### config.mk
export PLATFORM = sky130hd
export DESIGN_NAME = rgb_to_gray
export DESIGN_NICKNAME = d
export VERILOG_FILES = /design/src/rtl/rgb_to_gray_pkg.sv /design/src/rtl/rgb_to_gray_mac.sv /design/src/rtl/rgb_to_gray.sv
export SDC_FILE = /design/constraint.sdc
export NUM_CORES = 1
export LEC_CHECK = 0
export BUFFER_PORTS_ARGS = -buffer_cell sky130_fd_sc_hd__buf_2
export CORE_ASPECT_RATIO = 1.2
export CORE_MARGIN = 2
export CORE_UTILIZATION = 40
export DETAILED_ROUTE_END_ITERATION = 8
export PLACE_DENSITY = 0.68
export RECOVER_POWER = 50
export SYNTH_ARGS = -nofsm -noshare
export SYNTH_HDL_FRONTEND = slang
export SYNTH_SLANG_ARGS = --single-unit
### constraint.sdc
create_clock -name clk -period 5.7 [get_ports clk]
set_input_delay 0.285 -clock clk [delete_from_list [all_inputs] [get_ports clk]]
set_output_delay 0.285 -clock clk [all_outputs]
set_load 0.02 [all_outputs]
### src/rtl/rgb_to_gray_pkg.sv
// Shared constants and stage types for the rgb_to_gray pixel converter.
// Holds default coefficients, register map, pipeline latency and frame-info field layout.
package rgb_to_gray_pkg;

  localparam logic [7:0]  DEF_KR   = 8'd77;
  localparam logic [7:0]  DEF_KG   = 8'd150;
  localparam logic [7:0]  DEF_KB   = 8'd29;
  localparam logic [23:0] DEF_COEF = {DEF_KR, DEF_KG, DEF_KB};

  typedef enum logic [1:0] {
    REG_CTRL = 2'd0,
    REG_COEF = 2'd1
  } reg_addr_e;

  localparam int PIPE_LATENCY  = 3;
  localparam int FI_FIELD_W    = 16;
  localparam int FI_WIDTH_LSB  = 20;
  localparam int FI_HEIGHT_LSB = 4;

  typedef struct packed {
    logic        valid;
    logic [15:0] pr;
    logic [15:0] pg;
    logic [15:0] pb;
    logic [7:0]  g;
    logic        bypass;
    logic        eop;
  } mul_stage_t;

  typedef struct packed {
    logic        valid;
    logic [17:0] acc;
    logic [7:0]  g;
    logic        bypass;
    logic        eop;
  } sum_stage_t;

  // Rounding offset is already folded into acc; drop the fraction and clamp.
  function automatic logic [7:0] sat255(input logic [17:0] acc);
    logic [9:0] q;
    q = acc[17:8];
    return (q > 10'd255) ? 8'hFF : q[7:0];
  endfunction

endpackage

### src/rtl/rgb_to_gray_mac.sv
// Three-stage multiply / sum / round-saturate datapath for one pixel per cycle.
// The whole pipe advances together when en is high and holds otherwise.
module rgb_to_gray_mac
  import rgb_to_gray_pkg::*;
(
  input  logic        clk,
  input  logic        rst,
  input  logic        en,
  input  logic        in_valid,
  input  logic [23:0] in_rgb,
  input  logic [23:0] in_coef,
  input  logic        in_bypass,
  input  logic        in_eop,
  output logic        out_valid,
  output logic [7:0]  out_data,
  output logic        out_eop
);

  mul_stage_t s1_d, s1_q;
  sum_stage_t s2_d, s2_q;
  logic       s3_valid_d, s3_valid_q;
  logic [7:0] s3_data_d, s3_data_q;
  logic       s3_eop_d, s3_eop_q;

  always_comb begin
    s1_d       = s1_q;
    s2_d       = s2_q;
    s3_valid_d = s3_valid_q;
    s3_data_d  = s3_data_q;
    s3_eop_d   = s3_eop_q;
    if (en) begin
      s1_d.valid  = in_valid;
      s1_d.pr     = 16'(in_rgb[23:16]) * 16'(in_coef[23:16]);
      s1_d.pg     = 16'(in_rgb[15:8])  * 16'(in_coef[15:8]);
      s1_d.pb     = 16'(in_rgb[7:0])   * 16'(in_coef[7:0]);
      s1_d.g      = in_rgb[15:8];
      s1_d.bypass = in_bypass;
      s1_d.eop    = in_eop;

      s2_d.valid  = s1_q.valid;
      s2_d.acc    = 18'(s1_q.pr) + 18'(s1_q.pg) + 18'(s1_q.pb) + 18'd128;
      s2_d.g      = s1_q.g;
      s2_d.bypass = s1_q.bypass;
      s2_d.eop    = s1_q.eop;

      s3_valid_d  = s2_q.valid;
      s3_data_d   = s2_q.bypass ? s2_q.g : sat255(s2_q.acc);
      s3_eop_d    = s2_q.valid && s2_q.eop;
    end
  end

  always_ff @(posedge clk or negedge rst) begin
    if (!rst) begin
      s1_q       <= '0;
      s2_q       <= '0;
      s3_valid_q <= 1'b0;
      s3_data_q  <= 8'd0;
      s3_eop_q   <= 1'b0;
    end else begin
      s1_q       <= s1_d;
      s2_q       <= s2_d;
      s3_valid_q <= s3_valid_d;
      s3_data_q  <= s3_data_d;
      s3_eop_q   <= s3_eop_d;
    end
  end

  assign out_valid = s3_valid_q;
  assign out_data  = s3_data_q;
  assign out_eop   = s3_eop_q;

endmodule

### src/rtl/rgb_to_gray.sv
// RGB to gray streaming converter with frame tracking and a small control slave.
// Define RGB_TO_GRAY_PROG_COEF_EN to make the kr/kg/kb coefficients writable.
module rgb_to_gray
  import rgb_to_gray_pkg::*;
#(
  parameter int W = 960,
  parameter int H = 540
) (
  input  logic        clk,
  input  logic        rst,
  input  logic [23:0] asi_in0_data,
  input  logic        asi_in0_valid,
  output logic        asi_in0_ready,
  output logic [7:0]  aso_out0_data,
  output logic        aso_out0_valid,
  input  logic        aso_out0_ready,
  output logic        aso_out0_eop,
  input  logic [35:0] asi_in1_data,
  input  logic        asi_in1_valid,
  output logic [35:0] aso_out1_data,
  output logic        aso_out1_valid,
  input  logic [31:0] avs_s0_writedata,
  input  logic        avs_s0_write,
  input  logic [1:0]  avs_s0_address
);

  logic [15:0] shadow_w_d, shadow_w_q, shadow_h_d, shadow_h_q;
  logic [15:0] active_w_d, active_w_q, active_h_d, active_h_q;
  logic        shadow_byp_d, shadow_byp_q, active_byp_d, active_byp_q;
  logic [15:0] x_d, x_q, y_d, y_q;
  logic [35:0] out1_data_d, out1_data_q;
  logic        out1_valid_d, out1_valid_q;
  logic        stall_n, accept, frame_start, bypass_use, beat_eop;
  logic [15:0] w_use, h_use;
  logic [23:0] coef_use;
  logic        unused_wdata;

  assign stall_n       = !aso_out0_valid || aso_out0_ready;
  assign asi_in0_ready = stall_n;
  assign accept        = asi_in0_valid && stall_n;
  assign frame_start   = accept && (x_q == 16'd0) && (y_q == 16'd0);

  // The first beat of a frame already sees the freshly promoted shadow set.
  assign w_use      = frame_start ? shadow_w_q   : active_w_q;
  assign h_use      = frame_start ? shadow_h_q   : active_h_q;
  assign bypass_use = frame_start ? shadow_byp_q : active_byp_q;
  assign beat_eop   = (x_q == w_use - 16'd1) && (y_q == h_use - 16'd1);

  always_comb begin
    shadow_w_d   = shadow_w_q;
    shadow_h_d   = shadow_h_q;
    shadow_byp_d = shadow_byp_q;
    active_w_d   = active_w_q;
    active_h_d   = active_h_q;
    active_byp_d = active_byp_q;
    x_d          = x_q;
    y_d          = y_q;
    out1_data_d  = asi_in1_valid ? asi_in1_data : out1_data_q;
    out1_valid_d = asi_in1_valid;
    if (asi_in1_valid) begin
      shadow_w_d = asi_in1_data[FI_WIDTH_LSB +: FI_FIELD_W];
      shadow_h_d = asi_in1_data[FI_HEIGHT_LSB +: FI_FIELD_W];
    end
    if (avs_s0_write && (avs_s0_address == REG_CTRL))
      shadow_byp_d = avs_s0_writedata[0];
    if (frame_start) begin
      active_w_d   = shadow_w_q;
      active_h_d   = shadow_h_q;
      active_byp_d = shadow_byp_q;
    end
    // eop is tagged at acceptance and rides the pipe, so it pairs with the same beat at the output.
    if (accept) begin
      if (x_q == w_use - 16'd1) begin
        x_d = 16'd0;
        y_d = (y_q == h_use - 16'd1) ? 16'd0 : y_q + 16'd1;
      end else begin
        x_d = x_q + 16'd1;
      end
    end
  end

  always_ff @(posedge clk or negedge rst) begin
    if (!rst) begin
      shadow_w_q   <= 16'(W);
      shadow_h_q   <= 16'(H);
      active_w_q   <= 16'(W);
      active_h_q   <= 16'(H);
      shadow_byp_q <= 1'b0;
      active_byp_q <= 1'b0;
      x_q          <= 16'd0;
      y_q          <= 16'd0;
      out1_data_q  <= 36'd0;
      out1_valid_q <= 1'b0;
    end else begin
      shadow_w_q   <= shadow_w_d;
      shadow_h_q   <= shadow_h_d;
      active_w_q   <= active_w_d;
      active_h_q   <= active_h_d;
      shadow_byp_q <= shadow_byp_d;
      active_byp_q <= active_byp_d;
      x_q          <= x_d;
      y_q          <= y_d;
      out1_data_q  <= out1_data_d;
      out1_valid_q <= out1_valid_d;
    end
  end

`ifdef RGB_TO_GRAY_PROG_COEF_EN
  logic [23:0] shadow_coef_d, shadow_coef_q, active_coef_d, active_coef_q;

  always_comb begin
    shadow_coef_d = shadow_coef_q;
    active_coef_d = active_coef_q;
    if (avs_s0_write && (avs_s0_address == REG_COEF))
      shadow_coef_d = avs_s0_writedata[23:0];
    if (frame_start)
      active_coef_d = shadow_coef_q;
  end

  always_ff @(posedge clk or negedge rst) begin
    if (!rst) begin
      shadow_coef_q <= DEF_COEF;
      active_coef_q <= DEF_COEF;
    end else begin
      shadow_coef_q <= shadow_coef_d;
      active_coef_q <= active_coef_d;
    end
  end

  assign coef_use     = frame_start ? shadow_coef_q : active_coef_q;
  assign unused_wdata = ^avs_s0_writedata[31:24];
`else
  assign coef_use     = DEF_COEF;
  assign unused_wdata = ^avs_s0_writedata[31:1];
`endif

  rgb_to_gray_mac u_mac (
    .clk       (clk),
    .rst       (rst),
    .en        (stall_n),
    .in_valid  (accept),
    .in_rgb    (asi_in0_data),
    .in_coef   (coef_use),
    .in_bypass (bypass_use),
    .in_eop    (beat_eop),
    .out_valid (aso_out0_valid),
    .out_data  (aso_out0_data),
    .out_eop   (aso_out0_eop)
  );

  assign aso_out1_data  = out1_data_q;
  assign aso_out1_valid = out1_valid_q;

endmodule

Word level (Yosys, flattened, before mapping)
Index checks and enable logic that the tools add are counted.
{"block": "totals", "reg_bits": 232, "input_bits": 100, "output_inout_bits": 48, "elab_cells": 57}
{"block": "op_classes", "addsub": 7, "multipliers": 3, "order_cmp": 1, "n_eq_ne": 2, "muxes": 7, "reduce_logical": 12}
{"cell": "2-to-1 mux 16 bit", "n": 4}
{"cell": "adder 16 x 1 -> 16 bit, second input constant", "n": 2}
{"cell": "equality test 16 bit", "n": 2}
{"cell": "zero test 16 bit", "n": 2}
{"cell": "subtractor 16 x 1 -> 16 bit, second input constant", "n": 2}
{"cell": "multiplier 8 x 7 -> 15 bit, second input constant", "n": 2}
{"cell": "adder 18 x 16 -> 18 bit", "n": 1}
{"cell": "adder 18 x 8 -> 18 bit, second input constant", "n": 1}
{"cell": "adder 16 x 16 -> 17 bit", "n": 1}
{"cell": "2-to-1 mux 8 bit", "n": 2}
{"cell": "multiplier 8 x 5 -> 13 bit, second input constant", "n": 1}
{"cell": "greater-than comparator 10 x 8 -> 1 bit, second input constant", "n": 1}
{"cell": "logical AND 1 bit", "n": 6}
{"cell": "zero test 2 bit", "n": 1}
{"cell": "AND reduction 2 bit", "n": 1}
{"cell": "zero test 1 bit", "n": 1}
{"cell": "logical OR 1 bit", "n": 1}
{"cell": "2-to-1 mux 1 bit", "n": 1}

Depth between registers and ports, before layout
{"block": "depth", "depth_word": 9, "depth_mapped": 22, "depth_no_buf": 20}

By module
A second synthesis with hierarchy kept.
{"block": "hier_totals", "hier_cells": 1814, "area_unflattened_um2": 17489.3}
{"module": "rgb_to_gray_mac", "instances": 1, "cells_each": 1065, "area_per_inst_um2": 10651.5, "seq_area_each_um2": 2252.2}
{"module": "rgb_to_gray", "instances": 1, "cells_each": 749, "area_per_inst_um2": 6837.8, "seq_area_each_um2": 2797.7}

Worst setup path before layout
OpenSTA, ideal clock, no wires.
{"block": "synth_timing", "path_type": "register to register", "startpoint": "register x_q[0]", "endpoint": "register y_q[12]", "setup_ns": 0.128, "arrival_ns": 4.360, "t_required_ns": 5.572, "setup_slack_ns": 1.212, "path_stages_with_launch": 23, "n_path_buf": 5, "synth_period_minus_slack_ns": 4.488, "path_cell_list": "dfrtp_1 inv_1 ha_1 and4bb_2 and4_1 buf_2 nand3_1 buf_4 buf_4 buf_2 mux2i_1 ha_1 xor2_1 nand2_1 nor4_1 o41ai_1 or4_4 nor4_4 nand3_2 nor4_4 buf_4 a21boi_1 mux2i_1"}
{"block": "synth_between", "elab_chain_cells": 7, "elab_cells_between_ends": 11}
{"item": "from (decl)", "line_no": "rgb_to_gray.sv:30", "rtl": "logic [15:0] x_d, x_q, y_d, y_q;"}
{"item": "from (signal assigned)", "line_no": "rgb_to_gray.sv:90", "rtl": "x_q <= 16'd0;"}
{"item": "from (signal assigned)", "line_no": "rgb_to_gray.sv:101", "rtl": "x_q <= x_d;"}
{"item": "zero test 16 bit", "line_no": "rgb_to_gray.sv:41", "rtl": "assign frame_start = accept && (x_q == 16'd0) && (y_q == 16'd0);"}
{"item": "logical AND 1 bit (2 in a row)", "line_no": "rgb_to_gray.sv:41"}
{"item": "2-to-1 mux 16 bit"}
{"item": "subtractor 16 x 1 -> 16 bit, on equally long branches", "line_no": "rgb_to_gray.sv:75, rgb_to_gray.sv:73"}
{"item": "equality test 16 bit, on equally long branches", "line_no": "rgb_to_gray.sv:75, rgb_to_gray.sv:73"}
{"item": "2-to-1 mux 16 bit / AND reduction 2 bit (equally long branches)"}
{"item": "to (signal assigned)", "line_no": "rgb_to_gray.sv:102", "rtl": "y_q <= y_d;"}
{"item": "to (decl)", "line_no": "rgb_to_gray.sv:30"}
Several ways; a longest one is shown, not always the timed one.
A chain may end at the register's enable or synchronous reset.

Worst setup path in the final report
{"block": "layout_timing", "startpoint": "register y_q[0]", "endpoint": "register y_q[4]"}
{"block": "layout_between", "elab_chain_cells": 6, "elab_cells_between_ends": 11}
{"item": "zero test 16 bit", "line_no": "rgb_to_gray.sv:41"}
{"item": "logical AND 1 bit", "line_no": "rgb_to_gray.sv:41"}
{"item": "2-to-1 mux 16 bit"}
{"item": "subtractor 16 x 1 -> 16 bit, on equally long branches", "line_no": "rgb_to_gray.sv:75, rgb_to_gray.sv:73"}
{"item": "equality test 16 bit, on equally long branches", "line_no": "rgb_to_gray.sv:75, rgb_to_gray.sv:73"}
{"item": "2-to-1 mux 16 bit / AND reduction 2 bit (equally long branches)"}
Several ways; a longest one is shown, not always the timed one.

==> results.toml <==
[status]
status = "finished with violations"
violations = "capacitance limit, slew limit"

[drt]
finalWirelength_um = 30900
wl_met2_um = 16400
highest_layer = "met4"
wl_per_cell_um = 15.3
wl_met1_um = 12700
ant_nets = 0
drtIter0Drc = 704
drc = 0
vias = 10699
route.met3.wl_um = 1070
firstDrtPassIters = 5
vias_per_cell = 5.31

[power_and_ir_drop]
p_per_area_nw_per_um2 = 432
comb_power_share = 0.518
switchingPower_mw = 2.74
power_frac_clock = 0.182
power.total_mw = 6.51
sequentialPowerShare = 0.300
swShare = 0.421
intPower_mw = 3.77
ir_worst_vdd_mv = 0.545
power_leakage_nw = 7.32

[clocking]
clock_latency_ns = 0.45
cts_buffers = 17
cts_tree = "built"
cts_sinks = 195
cts_resized = 0
clk_pin_slew_ns = 0.08
cts.htree.levels = 4
cts_root_buf = "clkbuf_16"
cts_buffer_depth = 2

[floorplanning]
core_area_sq_um = 33900
die-area_sq_um = 35800
io_pins = 148
die_h_um = 207
num_rows = 74
start_util = 0.405
die_x_um = 173

[place]
globalplace.congestion = 0.806
place_hpwl_um = 23200
dp_cells = 1982
io_buffers = 116
place_ws_ns = 0.935

[setup_path]
crit_fanout = 18
critPathLaunchType = "flop"
crit_arrival_ns = 5.16
reg2reg_depth = 17
setup.worst_path.class = "reg -> reg"
setup.worst_path.end_class = "flop"
cp.required_ns = 6.03

[yosys]
synth.avg_cell_area_sq_um = 9.33
ys_seq_area_frac = 0.357
synth_nets = 1739
synth.distinct_cells = 81
syn_inst = 1470
synth_area_sq_um = 13700
synth-main-ff-cell = "dfrtp_1"
synth_warnings = 0
synth_async_sr_flop_share = 1.00
synth_edf_count = 0
ys_seq_elements = 195

[layout]
syn2layout_area_growth_pct = 10.0
nFillCells = 3307
diodes = 0
drive_gt1_frac = 0.124
nNetsFinal = 1815
fin_cells = 2015
final_common_cell = "dfrtp_1"
final_cell_mix = "dfrtp_1, nand2_1, inv_1"

[timing]
setup_ws_ns = 0.867
layout_min_cycle_time_ns = 4.83
setup_tns_ns = 0
setup_viol = 0
maxSlewViolCount = 192
skew_ns = 0.0181
worstMarginPinSlew_ns = 3.96
hold_violations = 0
slew_headroom = -1.64
grt_setup_unrepaired = "false"
max_freq_mhz = 207
min_period_over_period = 0.848

[grt]
grt_pass1_wl_um = 52800
grt_max_degree = 88
grt_pass1_vias = 10990
gr-total-overflow = 0
grt_antenna_before_repair = 0
track_usage = 0.179

[min_path]
hp-class = "in -> reg"
min_path_cells = 2

[flow_run]
maxCapViolCount = 3
==> synth_stat cells, drive strengths merged (3+ instances only) <==
library cell | instances | area [sq um]
xor2 | 31 | 272
dfrtp | 179 | 4480
nor2b | 11 | 68.8
and4 | 5 | 43.8
o211ai | 9 | 67.6
a2111oi | 4 | 35.0
o21ai | 50 | 250
a211oi | 4 | 30.0
or2 | 3 | 18.8
nand3b | 3 | 22.5
o21bai | 18 | 135
o211a | 3 | 30.0
o22ai | 10 | 68.8
o21a | 6 | 45.0
dfstp | 16 | 420
a21o | 12 | 90.1
and2 | 3 | 18.8
a311oi | 4 | 35.0
a21oi | 71 | 355
nor3 | 43 | 236
fa | 27 | 541
buf | 41 | 282
nand3 | 40 | 205
and3 | 20 | 125
o31ai | 5 | 37.5
inv | 147 | 552
nor2 | 93 | 349
mux2i | 35 | 350
a31oi | 4 | 25.0
nor3b | 3 | 27.5
clkbuf | 31 | 118
or4 | 5 | 41.3
o41ai | 5 | 51.3
o2111ai | 3 | 32.5
or4b | 3 | 30.0
ha | 142 | 1780
xnor2 | 56 | 490
nand2b | 17 | 106
or3 | 12 | 75.1
nor4 | 21 | 180
a21boi | 20 | 150
mux2 | 39 | 439
nand2 | 175 | 657
nand4 | 11 | 81.3
a22o | 5 | 43.8
==> layer usage <==
metal  vias up  global-route usage
li1       5196                   -
met3        52              0.0273
met1      5197               0.205
met5         -                   0
met2       254               0.341
met4         0              0.0633
==> power by group through the flow <==
stage | clock (mW) | combinational (mW) | sequential (mW)
6_report | 1.18 | 3.37 | 1.95
4_1_cts | 1.21 | 3.43 | 1.95
3_5_place_dp | 0 | 3.36 | 1.98
2_1_floorplan | 0 | 2.66 | 1.91
3_3_place_gp | 0 | 3.26 | 1.97
5_1_grt | 1.26 | 3.89 | 1.99
==> registers in the layout (all words and copies together) (netlist names) <==
signal,flops
active_byp_q,1
active_h_q,16
active_w_q,16
aso_out1_data,13
aso_out1_valid,1
shadow_byp_q,1
shadow_h_q,15
shadow_w_q,16
u_mac.out_data,8
u_mac.out_eop,1
u_mac.out_valid,1
u_mac.s1_q,53
u_mac.s2_q,21
x_q,16
y_q,16
==> through the flow <==
stage                     area [sq um]   util  hold WS, ns
after floorplan                  13700      -      -0.0106
after global placement           14600  0.430        0.377
after detailed placement         14600  0.430        0.382
after CTS                        15200  0.447       0.0458
after global routing             15100  0.445       0.0482
final                            15100  0.445       0.0611
==> cells by family (layout without fill, tap and decap cells) <==
| family | Yosys count | count (layout) | share of synthesized area |
|---|---|---|---|
| AND/OR/NAND/NOR | 476 | 476 | 0.172 |
| AO/OA/AOI/OAI | 248 | 248 | 0.118 |
| buffers and inverters | 221 | 310 | 0.0699 |
| flip-flops | 195 | 195 | 0.357 |
| adder cells (fa/ha/maj) | 169 | 169 | 0.169 |
| XOR/XNOR | 87 | 87 | 0.0556 |
| multiplexers | 74 | 74 | 0.0576 |
==> worst max-delay path, stage by stage, from the launching register on <==
cell	delay [ns]
dfrtp_1	0.41
inv_1	0.15
ha_1	0.19
and4bb_2	0.26
and4_1	0.22
nand3_2	0.23
mux2i_1	0.29
ha_1	0.24
xor2_1	0.29
nand2_1	0.10
nor4_1	0.17
o41ai_1	0.12
or4_4	0.43
nor4_4	0.32
nand3_2	0.15
nor4_4	0.73
a21boi_0	0.28
mux2i_1	0.12
==> path summary, 6_finish.rpt <==
check,from,end,slack [ns]
worst max-delay path,y_q[0],y_q[4],0.87
worst min-delay path,asi_in1_data[14],shadow_h_q[10],0.06
worst max register to register,y_q[0],y_q[4],0.87
worst min register to register,u_mac.s1_q[5],u_mac.s1_q[5],0.47
max in group asynchronous,rst,u_mac.s1_q[41],1.30
min in group asynchronous,rst,active_h_q[10],1.98
==> area by class of cell <==
type / instances / area (sq um) / area share
flip-flops and latches: 195 / 4900 / 0.325
well taps: 456 / 571 / 0.0378
inverters: 149 / 561 / 0.0372
clock buffers: 19 / 443 / 0.0294
clock inverters: 13 / 124 / 0.00821
repair buffers: 129 / 622 / 0.0412
multi-input cells: 1054 / 7860 / 0.521
==> timing repair <==
action                                  in CTS  in global routing
hold buffers                                 1                  0
endpoints found under the setup margin       0                  0
setup buffers                                0                  0
endpoints found under the hold margin       71                  0
Note: power is estimated with default switching activity, not from simulation.
